<file path="src/rtl/uart_pkg.sv">
// Shared UART definitions: receiver/transmitter FSM states, frame width and
// the bit-period helper used to size the baud counters.
package uart_pkg;

    localparam int DATA_BITS = 8;

    typedef enum logic [2:0] {
        IDLE,
        START,
        DATA,
        PARITY,
        STOP,
        WAIT_IDLE
    } uart_state_e;

    function automatic int clks_per_bit(input int freq, input int rate);
        return freq / rate;
    endfunction

endpackage

</file>
<file path="src/rtl/sync_fifo.sv">
// Show-ahead synchronous FIFO with registered occupancy count. A push that
// finds the FIFO full (and no simultaneous pop) is dropped and flagged.
module sync_fifo #(
    parameter int WIDTH = 8,
    parameter int DEPTH = 16
) (
    input  logic                     clk,
    input  logic                     rst_n,
    input  logic                     push,
    input  logic [WIDTH-1:0]         push_data,
    input  logic                     pop,
    output logic [WIDTH-1:0]         data_out,
    output logic                     empty,
    output logic                     full,
    output logic [$clog2(DEPTH):0]   count,
    output logic                     push_rejected
);

    localparam int AW = $clog2(DEPTH);
    localparam int CW = AW + 1;
    localparam logic [AW-1:0] PTR_ONE = AW'(1);
    localparam logic [CW-1:0] CNT_ONE = CW'(1);
    localparam logic [CW-1:0] CNT_FULL = CW'(DEPTH);

    logic [WIDTH-1:0] mem_q [DEPTH];
    logic [AW-1:0]    wr_ptr_q, wr_ptr_d;
    logic [AW-1:0]    rd_ptr_q, rd_ptr_d;
    logic [CW-1:0]    count_q, count_d;
    logic             do_push, do_pop;

    // A pop on the same edge frees a slot, so a push into a full FIFO is
    // still accepted when it coincides with a pop.
    always_comb begin
        do_pop        = pop && (count_q != '0);
        do_push       = push && ((count_q != CNT_FULL) || do_pop);
        push_rejected = push && !do_push;
        wr_ptr_d      = do_push ? wr_ptr_q + PTR_ONE : wr_ptr_q;
        rd_ptr_d      = do_pop  ? rd_ptr_q + PTR_ONE : rd_ptr_q;
        count_d       = count_q;
        if (do_push && !do_pop) begin
            count_d = count_q + CNT_ONE;
        end else if (do_pop && !do_push) begin
            count_d = count_q - CNT_ONE;
        end
    end

    always_ff @(posedge clk or negedge rst_n) begin
        if (!rst_n) begin
            wr_ptr_q <= '0;
            rd_ptr_q <= '0;
            count_q  <= '0;
            for (int i = 0; i < DEPTH; i++) begin
                mem_q[i] <= '0;
            end
        end else begin
            wr_ptr_q <= wr_ptr_d;
            rd_ptr_q <= rd_ptr_d;
            count_q  <= count_d;
            if (do_push) begin
                mem_q[wr_ptr_q] <= push_data;
            end
        end
    end

    assign data_out = mem_q[rd_ptr_q];
    assign empty    = (count_q == '0);
    assign full     = (count_q == CNT_FULL);
    assign count    = count_q;

endmodule

</file>
<file path="src/rtl/uart_rx_buffered.sv">
// 8N1 UART receiver feeding a show-ahead receive FIFO with sticky line-error
// flags. Define UART_RX_PARITY_EN to add an even-parity bit after the data.
module uart_rx_buffered
    import uart_pkg::*;
#(
    parameter int CLOCK_FREQ       = 25000000,
    parameter int BIT_RATE         = 115200,
    parameter int UART_BUFFER_SIZE = 16
) (
    input  logic                                clk,
    input  logic                                reset,
    input  logic                                rx,
    input  logic                                read_en,
    input  logic                                clear_errors,
    output logic [7:0]                          data_out,
    output logic                                empty,
    output logic                                full,
    output logic [$clog2(UART_BUFFER_SIZE):0]   count,
    output logic                                overrun,
    output logic                                frame_error,
    output logic                                parity_error
);

    localparam int CPB   = clks_per_bit(CLOCK_FREQ, BIT_RATE);
    localparam int CNT_W = $clog2(CPB);
    localparam logic [CNT_W-1:0] CNT_LAST = CNT_W'(CPB - 1);
    localparam logic [CNT_W-1:0] CNT_HALF = CNT_W'(CPB / 2);
    localparam logic [CNT_W-1:0] CNT_ONE  = CNT_W'(1);

    uart_state_e          state_q, state_d;
    logic                 rx_meta_q, rx_s_q;
    logic [CNT_W-1:0]     baud_cnt_q, baud_cnt_d;
    logic [2:0]           bit_idx_q, bit_idx_d;
    logic [DATA_BITS-1:0] shift_q, shift_d;
    logic                 frame_error_q, frame_error_d;
    logic                 overrun_q, overrun_d;
    logic                 push, frame_set, parity_set, parity_bad_d, drop_byte;
    logic                 push_rejected;

    always_comb begin
        state_d      = state_q;
        baud_cnt_d   = (baud_cnt_q == CNT_LAST) ? '0 : baud_cnt_q + CNT_ONE;
        bit_idx_d    = bit_idx_q;
        shift_d      = shift_q;
        push         = 1'b0;
        frame_set    = 1'b0;
        parity_set   = 1'b0;
        parity_bad_d = drop_byte;
        case (state_q)
            IDLE: begin
                baud_cnt_d = '0;
                if (!rx_s_q) state_d = START;
            end
            START: begin
                if (baud_cnt_q == CNT_HALF) begin
                    baud_cnt_d = '0;
                    bit_idx_d  = '0;
                    state_d    = rx_s_q ? IDLE : DATA;
                end
            end
            DATA: begin
                // Counter wraps at CNT_LAST, so each sample lands one full
                // bit period after the previous one (first: mid-start).
                if (baud_cnt_q == CNT_LAST) begin
                    shift_d   = {rx_s_q, shift_q[DATA_BITS-1:1]};
                    bit_idx_d = bit_idx_q + 3'd1;
                    if (bit_idx_q == 3'd7) begin
`ifdef UART_RX_PARITY_EN
                        state_d = PARITY;
`else
                        state_d = STOP;
`endif
                    end
                end
            end
`ifdef UART_RX_PARITY_EN
            PARITY: begin
                if (baud_cnt_q == CNT_LAST) begin
                    parity_bad_d = ^{shift_q, rx_s_q};
                    parity_set   = parity_bad_d;
                    state_d      = STOP;
                end
            end
`endif
            STOP: begin
                if (baud_cnt_q == CNT_LAST) begin
                    if (rx_s_q) begin
                        push    = !drop_byte;
                        state_d = IDLE;
                    end else begin
                        frame_set = 1'b1;
                        state_d   = WAIT_IDLE;
                    end
                end
            end
            WAIT_IDLE: begin
                // Hold off while the line is in break so it is not decoded
                // as a stream of 0x00 frames.
                baud_cnt_d = '0;
                if (rx_s_q) state_d = IDLE;
            end
            default: begin
                baud_cnt_d = '0;
                state_d    = IDLE;
            end
        endcase

        frame_error_d = (frame_error_q && !clear_errors) || frame_set;
        overrun_d     = (overrun_q && !clear_errors) || push_rejected;
    end

    always_ff @(posedge clk or negedge reset) begin
        if (!reset) begin
            rx_meta_q     <= 1'b1;
            rx_s_q        <= 1'b1;
            state_q       <= IDLE;
            baud_cnt_q    <= '0;
            bit_idx_q     <= '0;
            shift_q       <= '0;
            frame_error_q <= 1'b0;
            overrun_q     <= 1'b0;
        end else begin
            rx_meta_q     <= rx;
            rx_s_q        <= rx_meta_q;
            state_q       <= state_d;
            baud_cnt_q    <= baud_cnt_d;
            bit_idx_q     <= bit_idx_d;
            shift_q       <= shift_d;
            frame_error_q <= frame_error_d;
            overrun_q     <= overrun_d;
        end
    end

`ifdef UART_RX_PARITY_EN
    logic parity_bad_q, parity_error_q, parity_error_d;

    assign parity_error_d = (parity_error_q && !clear_errors) || parity_set;

    always_ff @(posedge clk or negedge reset) begin
        if (!reset) begin
            parity_bad_q   <= 1'b0;
            parity_error_q <= 1'b0;
        end else begin
            parity_bad_q   <= parity_bad_d;
            parity_error_q <= parity_error_d;
        end
    end

    assign drop_byte    = parity_bad_q;
    assign parity_error = parity_error_q;
`else
    assign drop_byte    = 1'b0;
    assign parity_error = 1'b0;
`endif

    sync_fifo #(
        .WIDTH (DATA_BITS),
        .DEPTH (UART_BUFFER_SIZE)
    ) u_fifo (
        .clk           (clk),
        .rst_n         (reset),
        .push          (push),
        .push_data     (shift_q),
        .pop           (read_en),
        .data_out      (data_out),
        .empty         (empty),
        .full          (full),
        .count         (count),
        .push_rejected (push_rejected)
    );

    assign frame_error = frame_error_q;
    assign overrun     = overrun_q;

endmodule
</file>
<file path="config.mk">
export PLATFORM = sky130hd
export DESIGN_NAME = uart_rx_buffered
export DESIGN_NICKNAME = d
export VERILOG_FILES = /design/src/rtl/uart_pkg.sv /design/src/rtl/sync_fifo.sv /design/src/rtl/uart_rx_buffered.sv
export SDC_FILE = /design/constraint.sdc
export NUM_CORES = 1
export LEC_CHECK = 0
export CORE_ASPECT_RATIO = 1.5
export CORE_MARGIN = 2
export CORE_UTILIZATION = 30
export DETAILED_ROUTE_END_ITERATION = 10
export PLACE_DENSITY = 0.47
export SETUP_SLACK_MARGIN = 0.05
export SYNTH_ARGS = -nofsm -noshare
export SYNTH_HDL_FRONTEND = slang
export SYNTH_SLANG_ARGS = --single-unit
</file>
<file path="constraint.sdc">
create_clock -name clk -period 3.29 [get_ports clk]
set_input_delay 0.4935 -clock clk [delete_from_list [all_inputs] [get_ports clk]]
set_output_delay 0.4935 -clock clk [all_outputs]
set_load 0.05 [all_outputs]
</file>
==> run metrics, run 1 <==
status complete, no violations; sequential fraction of the synthesis area 52.1%; startpoint types flip-flop; clk buf depth 2; placed insts 890; via count 4552; H-tree depth 4; largest net degree at the start of global routing 75; I/O pins 23; Cell Int Power 3.67 mW; Synth Cell Area 0.00803 mm²; Max Slew Vio Count 0; Cell variety after synth 50; Syn-to-layout area delta 14.8%; final setup fails 0; drt first-iter violations 231; Worst EP required 3.58 ns; final worst-path cycle share 93.0%; worst hold slack 0.0562 ns; vias per cell 4.94; RSZ-0062 raised after global routing false; Setup TNS 0 ns; RePlAce Congestion 0.713; type of the tightest min-delay check input pin to asynchronous set/reset pin; sw frac 29.5%; DP Wirelength 12.6 mm; Worst VDD drop 0.000344 V; maximum clock frequency 327 MHz; global-route wire length before repair 29.5 mm; Crit path depth 9; TritonCTS clock tree built; Wirelength per Cell 20.0 µm; Core ar. 0.0264 mm²; aggregate global routing overflow 0; critical path class flip-flop to flip-flop; main flop type after synthesis dfrtp_1; Power Total 5.20 mW; Tot GR Track Use 14.3%; worst path arrival time 3.35 ns; die width 138 µm; Slew HR 51.0%; initial antenna violation count 0; row cnt 73; initial cell density of the core 30.4%; Clock transition at path regs 0.07 ns; Buf/Inv on CP 2; Worst Setup End Kind flip-flop; Final Hold Fails 0; drt drc 0; syn nets 570; crit path cell chain or4_4 > o21a_1 > inv_1 > ha_1 > inv_1 > fa_1 > a21o_1 > a2111oi_0 > o31ai_1; Sequential Power Share 42.5%; combinational share of power 19.6%; Die Y 204 µm; Slew @ Worst Pin 0.735 ns; DRT Pass-1 Iters 4; ANT cells 0; Yosys reg bits 167; cell mode on critical path inv_1; full die area 0.0281 mm²; Syn. warnings 0; switching power 1.53 mW; nets 591; Worst R2R Path Depth 9; max cap viols 0; CTS buffer count 17; slowest stage cell on the critical path or4_4; final std cells w/o fill 922; CTS root buf clkbuf_16; Critical Path Fanout Max 6; fraction of layout cells with a size suffix above 1 43.1%; Setup Skew 0.0114 ns; # port buffers 21; delay of the slowest critical-path stage 0.58 ns; min Tclk post-route 3.06 ns; Avg Synthesized Cell Area 14.6 µm²; Post-synth EDFFs 0; Leakage 4.23 nW; pwr dens 564 mW/mm²; Final ANT Viol Nets 0; asr flop ratio synth 100%; clock sink count 167; Filler Cell Count 2504; worst skew pair latency 0.43 ns; vias in the first global route 4896; post-layout util 34.9%; final WL 18.4 mm; clock share of power 37.9%; Mapped Cells 551; critical path's top delay family compound AO/OA/AOI/OAI gates
[per-stage QoR]
stage	instance area, µm²	worst slack (ns)
floorplan	8040	0.0931
global placement	8620	0.269
detailed placement	8620	0.184
CTS	9210	0.160
global route	9220	0.0627
finish	9220	0.230
[layer usage]
metal  global-route usage [%]  routed length [µm]
met1                     16.8                7440
met2                     25.6               10200
met3                     3.13                 517
met4                     4.79                 305
met5                        0                   0
[flip-flops by register name, summed over array words and instances, names as in the netlist]
name and count:
baud_cnt_q 8, bit_idx_q 3, frame_error 1, overrun 1
rx_meta_q 1, rx_s_q 1, shift_q 8, state_q 3
u_fifo.count 5, u_fifo.mem_q 128, u_fifo.rd_ptr_q 4, u_fifo.wr_ptr_q 4
[power by group through the flow]
stage,Clock [mW],Combinational [mW],Sequential [mW]
after floorplan,0,0.619,2.32
after global placement,0,1.02,2.24
after detailed placement,0,1.04,2.25
after CTS,2.03,1.04,2.21
after global routing,2.13,1.11,2.22
final,1.97,1.02,2.21
[cell type report]
| class | count | area, µm² | share of cell area [%] |
|---|---|---|---|
| clock buffer | 20 | 457 | 4.96 |
| timing repair buffer | 37 | 337 | 3.65 |
| sequential | 167 | 4190 | 45.4 |
| multi-input combinational | 339 | 3650 | 39.6 |
| clock inverter | 12 | 126 | 1.37 |
| tap | 337 | 422 | 4.58 |
| inverter | 10 | 37.5 | 0.407 |
[worst register-to-register path, delay by kind of cell (launching register included)]
family,cells,cell delay (ns)
AOI/OAI and AO/OA,4,1.00
adders and majority gates,2,0.66
buffers and inverters,2,0.26
DFF,1,0.44
and+or+nand+nor,1,0.58
[cell usage after synthesis (3+ instances only)]
library cell / n / area (µm²)
a21o_1: 4 / 30.0
a21oi_1: 4 / 20.0
a22oi_1: 16 / 120
and2_1: 3 / 18.8
buf_1: 3 / 11.3
buf_2: 7 / 35.0
buf_4: 3 / 22.5
buf_6: 4 / 45.0
clkbuf_1: 18 / 67.6
dfrtp_1: 165 / 4130
ha_1: 13 / 163
inv_1: 10 / 37.5
mux2_2: 122 / 1370
mux2_4: 16 / 240
mux4_2: 32 / 721
nand2_1: 24 / 90.1
nand2b_1: 3 / 18.8
nand3_1: 6 / 30.0
nand4_1: 6 / 37.5
nor2_1: 17 / 63.8
nor2b_1: 3 / 18.8
nor3_1: 7 / 35.0
nor4_4: 8 / 170
o21ai_0: 6 / 30.0
or3b_2: 3 / 26.3
or4_1: 5 / 37.5
xnor2_1: 9 / 78.8
xor2_1: 7 / 61.3
[placed cells by master (no fill, tap or decap), types with 3 or more instances in the layout]
cell type and instances:
o21ai_0 6, a21oi_1 4, clkbuf_16 17, xnor2_1 9
xor2_1 7, a21o_1 4, nor4_4 8, nor3_1 6
clkdlybuf4s50_1 12, nand2_1 24, mux4_2 32, clkinv_2 5
mux2_4 16, inv_1 10, and2_1 3, dfrtp_2 4
or3b_2 3, mux2_2 122, ha_1 13, nand3_1 6
a22oi_1 16, nand4_1 6, nand2b_1 3, or4_1 4
dfrtp_1 161, nor2_1 17, nor2b_1 3, buf_4 22
[path summary, 6_finish.rpt]
check,start,to,slack (ns)
max in group asynchronous,reset,u_fifo.mem_q[122]$_DFFE_PN0P_,2.38
hold / removal,reset,bit_idx_q[0]$_DFFE_PN0P_,0.06
hold reg to reg,rx_meta_q$_DFF_PN1_,rx_s_q$_DFF_PN1_,0.36
min in group clk,rx_meta_q$_DFF_PN1_,rx_s_q$_DFF_PN1_,0.36
setup / recovery,u_fifo.count[1]$_DFFE_PN0P_,u_fifo.count[4]$_DFFE_PN0P_,0.23
setup reg to reg,u_fifo.count[1]$_DFFE_PN0P_,u_fifo.count[4]$_DFFE_PN0P_,0.23
[cells by family after synthesis]
group	Yosys count	synth area share (%)
multiplexers	172	29.3
flip-flops	167	52.1
AND/OR/NAND/NOR	97	8.40
buffers and inverters	45	2.73
AO/OA/AOI/OAI	39	3.38
XOR/XNOR	16	1.75
adder cells (fa/ha/maj)	14	2.28
other	1	0.0467
[what timing repair did]
item	4_1_cts	5_1_grt
gates resized for setup	0	2
hold buffers	0	0
buffers inserted	0	0
endpoints found under the setup margin	0	1
endpoints found under the hold margin	0	0
Power figures use the tool's default switching activity.
==> run 2, diff against run 1 <==
Settings changed: CAP_MARGIN set to 20.
==> results of run 2 <==
The final DEF is identical to that of run 1; final timing and power are the same.
==> run 3, diff against run 2 <==
Settings changed: PLACE_DENSITY 0.47 to 0.46.
Clock period 3.29 ns to 3.6 ns, I/O delays scaled along.
==> run 3 against run 2 <==
  * Register-to-register slack better by 0.28 ns
  * Flip-flop and latch count unchanged
  * Die area unchanged
  * Combinational power down 10%
  * Power down 6.0%
  * Sequential power down 9%
  * Via count down 0.59%
  * Non-clock buffer count down 9
  * First-iteration DRC count down 0.43%
  * Critical path type is now flip-flop to output port
  * Largest power group unchanged
  * Highest routed layer unchanged
==> run metrics, run 3 (same netlist as run 1, synthesis figures left out) <==
most frequent cells in the layout dfrtp_1 (164), mux2_2 (122), mux4_2 (32), nand2_1 (24), clkdlybuf4s50_1 (20); Hold Buf Count CTS 0 (unchanged); Slew HR 41.9% (-9.1 points); DP Wirelength 12.5 mm (-0.95%); CTS root buf clkbuf_16; crit path cell chain buf_12 > mux4_2 > a22oi_1 > nand2_1 > clkdlybuf4s50_1; aggregate global routing overflow 0 (unchanged); drt drc 0 (unchanged); pwr dens 531 mW/mm² (-5.9%); Core ar. 0.0264 mm² (unchanged); Worst R2R Setup Slack 0.51 ns (+0.28 ns); placed insts 881 (-1.0%); Setup WS pre-CTS 0.515 ns (+0.331 ns); row cnt 73 (unchanged); Wirelength per Cell 20.2 µm (+1.3%); ANT cells 0 (unchanged); type of the tightest min-delay check input pin to asynchronous set/reset pin; status complete, no violations; Area after DPL 0.00858 mm² (-0.52%); Tot GR Track Use 14.3% (+0.020 points); Crit Reg-Reg Startpoint u_fifo.count[1]$_DFFE_PN0P_; Die Y 204 µm (unchanged); worst path arrival time 2.79 ns (-0.56 ns); post-layout util 34.9% (about the same); sw frac 28.7% (-0.81 points); TritonCTS clock tree built; critical path's top delay family buffers and inverters; Filler Cell Count 2520 (+0.64%); combinational share of power 18.7% (-0.9 points); final worst-path cycle share 92.4%; Largest register FFs 128 (unchanged); biggest regs u_fifo.mem_q: 128 flops, baud_cnt_q: 8 flops, shift_q: 8 flops; Design Area, Final 0.00921 mm² (about the same); critical path class flip-flop to output port; H-tree depth 4 (unchanged); via count 4525 (-0.59%); worst skew pair latency 0.43 ns (about the same); DRT Pass-1 Iters 4 (unchanged); maximum clock frequency 301 MHz; Slew @ Worst Pin 0.865 ns (+0.130 ns); Worst VDD drop 0.000446 V (+29%); RSZ-0062 raised after global routing false; # Post-CTS Setup Buffers 0 (unchanged); CTS buffer count 17 (unchanged); switching power 1.40 mW (-8.5%); I/O pins 23 (unchanged); slowest stage cell on the critical path clkdlybuf4s50_1; Worst Setup SP u_fifo.rd_ptr_q[0]$_DFFE_PN0P_; startpoint types flip-flop; vias in the first global route 5019 (+2.5%); Leakage 4.19 nW (-0.97%); final setup fails 0 (unchanged); Max Slew Vio Count 0 (unchanged); nets 582 (-1.5%); Buf/Inv on CP 2 (unchanged); fraction of layout cells with a size suffix above 1 39.8% (-3.3 points); RePlAce Congestion 0.757 (+6.1%); global-route wire length before repair 29.6 mm (+0.23%); clock share of power 40.0% (+2.1 points); # port buffers 21 (unchanged); delay of the slowest critical-path stage 0.72 ns (+0.14 ns); die width 138 µm (unchanged); clock sink count 167 (unchanged); final WL 18.5 mm (+0.29%); Worst EP required 3.06 ns (-0.52 ns); initial cell density of the core 30.4% (unchanged); min Tclk post-route 3.33 ns; Setup WS post-layout 0.273 ns (+0.0436 ns); most common cell after layout, fill and taps aside dfrtp_1; final std cells w/o fill 913 (-0.98%); vias per cell 4.96 (+0.39%); Final Hold Fails 0 (unchanged); largest net degree at the start of global routing 89 (+19%); Setup Skew 0.00955 ns (-0.00186 ns); Syn-to-layout area delta 14.7% (about the same); Cell Int Power 3.49 mW (-4.9%); max cap viols 0 (unchanged); Final ANT Viol Nets 0 (unchanged); Setup TNS 0 ns (unchanged); drt first-iter violations 230 (-0.43%); Worst Setup End Kind output port; Largest Register u_fifo.mem_q; Post-CTS Resized 0 (unchanged); Critical Path Fanout Max 32 (+26); Power Total 4.89 mW (-6.0%); full die area 0.0281 mm² (unchanged); Sequential Power Share 41.3% (-1.2 points); worst hold slack 0.0720 ns (+0.0157 ns); Clock transition at path regs 0.06 ns (about the same); initial antenna violation count 0 (unchanged); clk buf depth 2 (unchanged)
[run 3: changes by cell type in the layout (fill, tap and decap cells not counted), moves of 2 or more]
cell and change:
buf_4 -18, dfrtp_1 +3, dfrtp_2 -3, clkinv_4 +2
bufinv_16 +2, clkdlybuf4s50_1 +8, clkinv_2 -3
[run 3: worst paths after layout]
check / to / depth (start not counted)
setup / recovery: data_out[5] / 5
hold / removal: u_fifo.mem_q[47]$_DFFE_PN0P_ / 1
setup reg to reg: u_fifo.count[4]$_DFFE_PN0P_ / 9
hold reg to reg: rx_s_q$_DFF_PN1_ / 0
max in group asynchronous: u_fifo.mem_q[121]$_DFFE_PN0P_ / 2
min in group clk: rx_s_q$_DFF_PN1_ / 0
[run 3: final cells by class]
class / instances / area, µm² / share of cell area (%)
well taps: 337 / 422 / 4.58
inverters: 10 / 37.5 / 0.408
clock inverters: 11 / 173 / 1.87
flip-flops and latches: 167 / 4180 / 45.4
repair buffers: 28 / 302 / 3.27
clock buffers: 21 / 460 / 5.00
multi-input cells: 339 / 3630 / 39.5
[run 3: power groups by stage]
stage                     combinational (mW)  sequential (mW)  clock (mW)
after floorplan                        0.563             2.12           0
after global placement                 0.926             2.05           0
after detailed placement               0.935             2.06           0
after CTS                              0.938             2.02        2.01
after global routing                   0.999             2.03        2.09
final                                  0.913             2.02        1.96
[run 3: metal layers]
layer,up-vias,GRT usage (%),wire (µm)
li1,2037,-,-
met1,2395,16.2,7420
met2,71,25.6,9980
met3,22,3.62,701
met4,0,5.41,379
met5,-,0,0
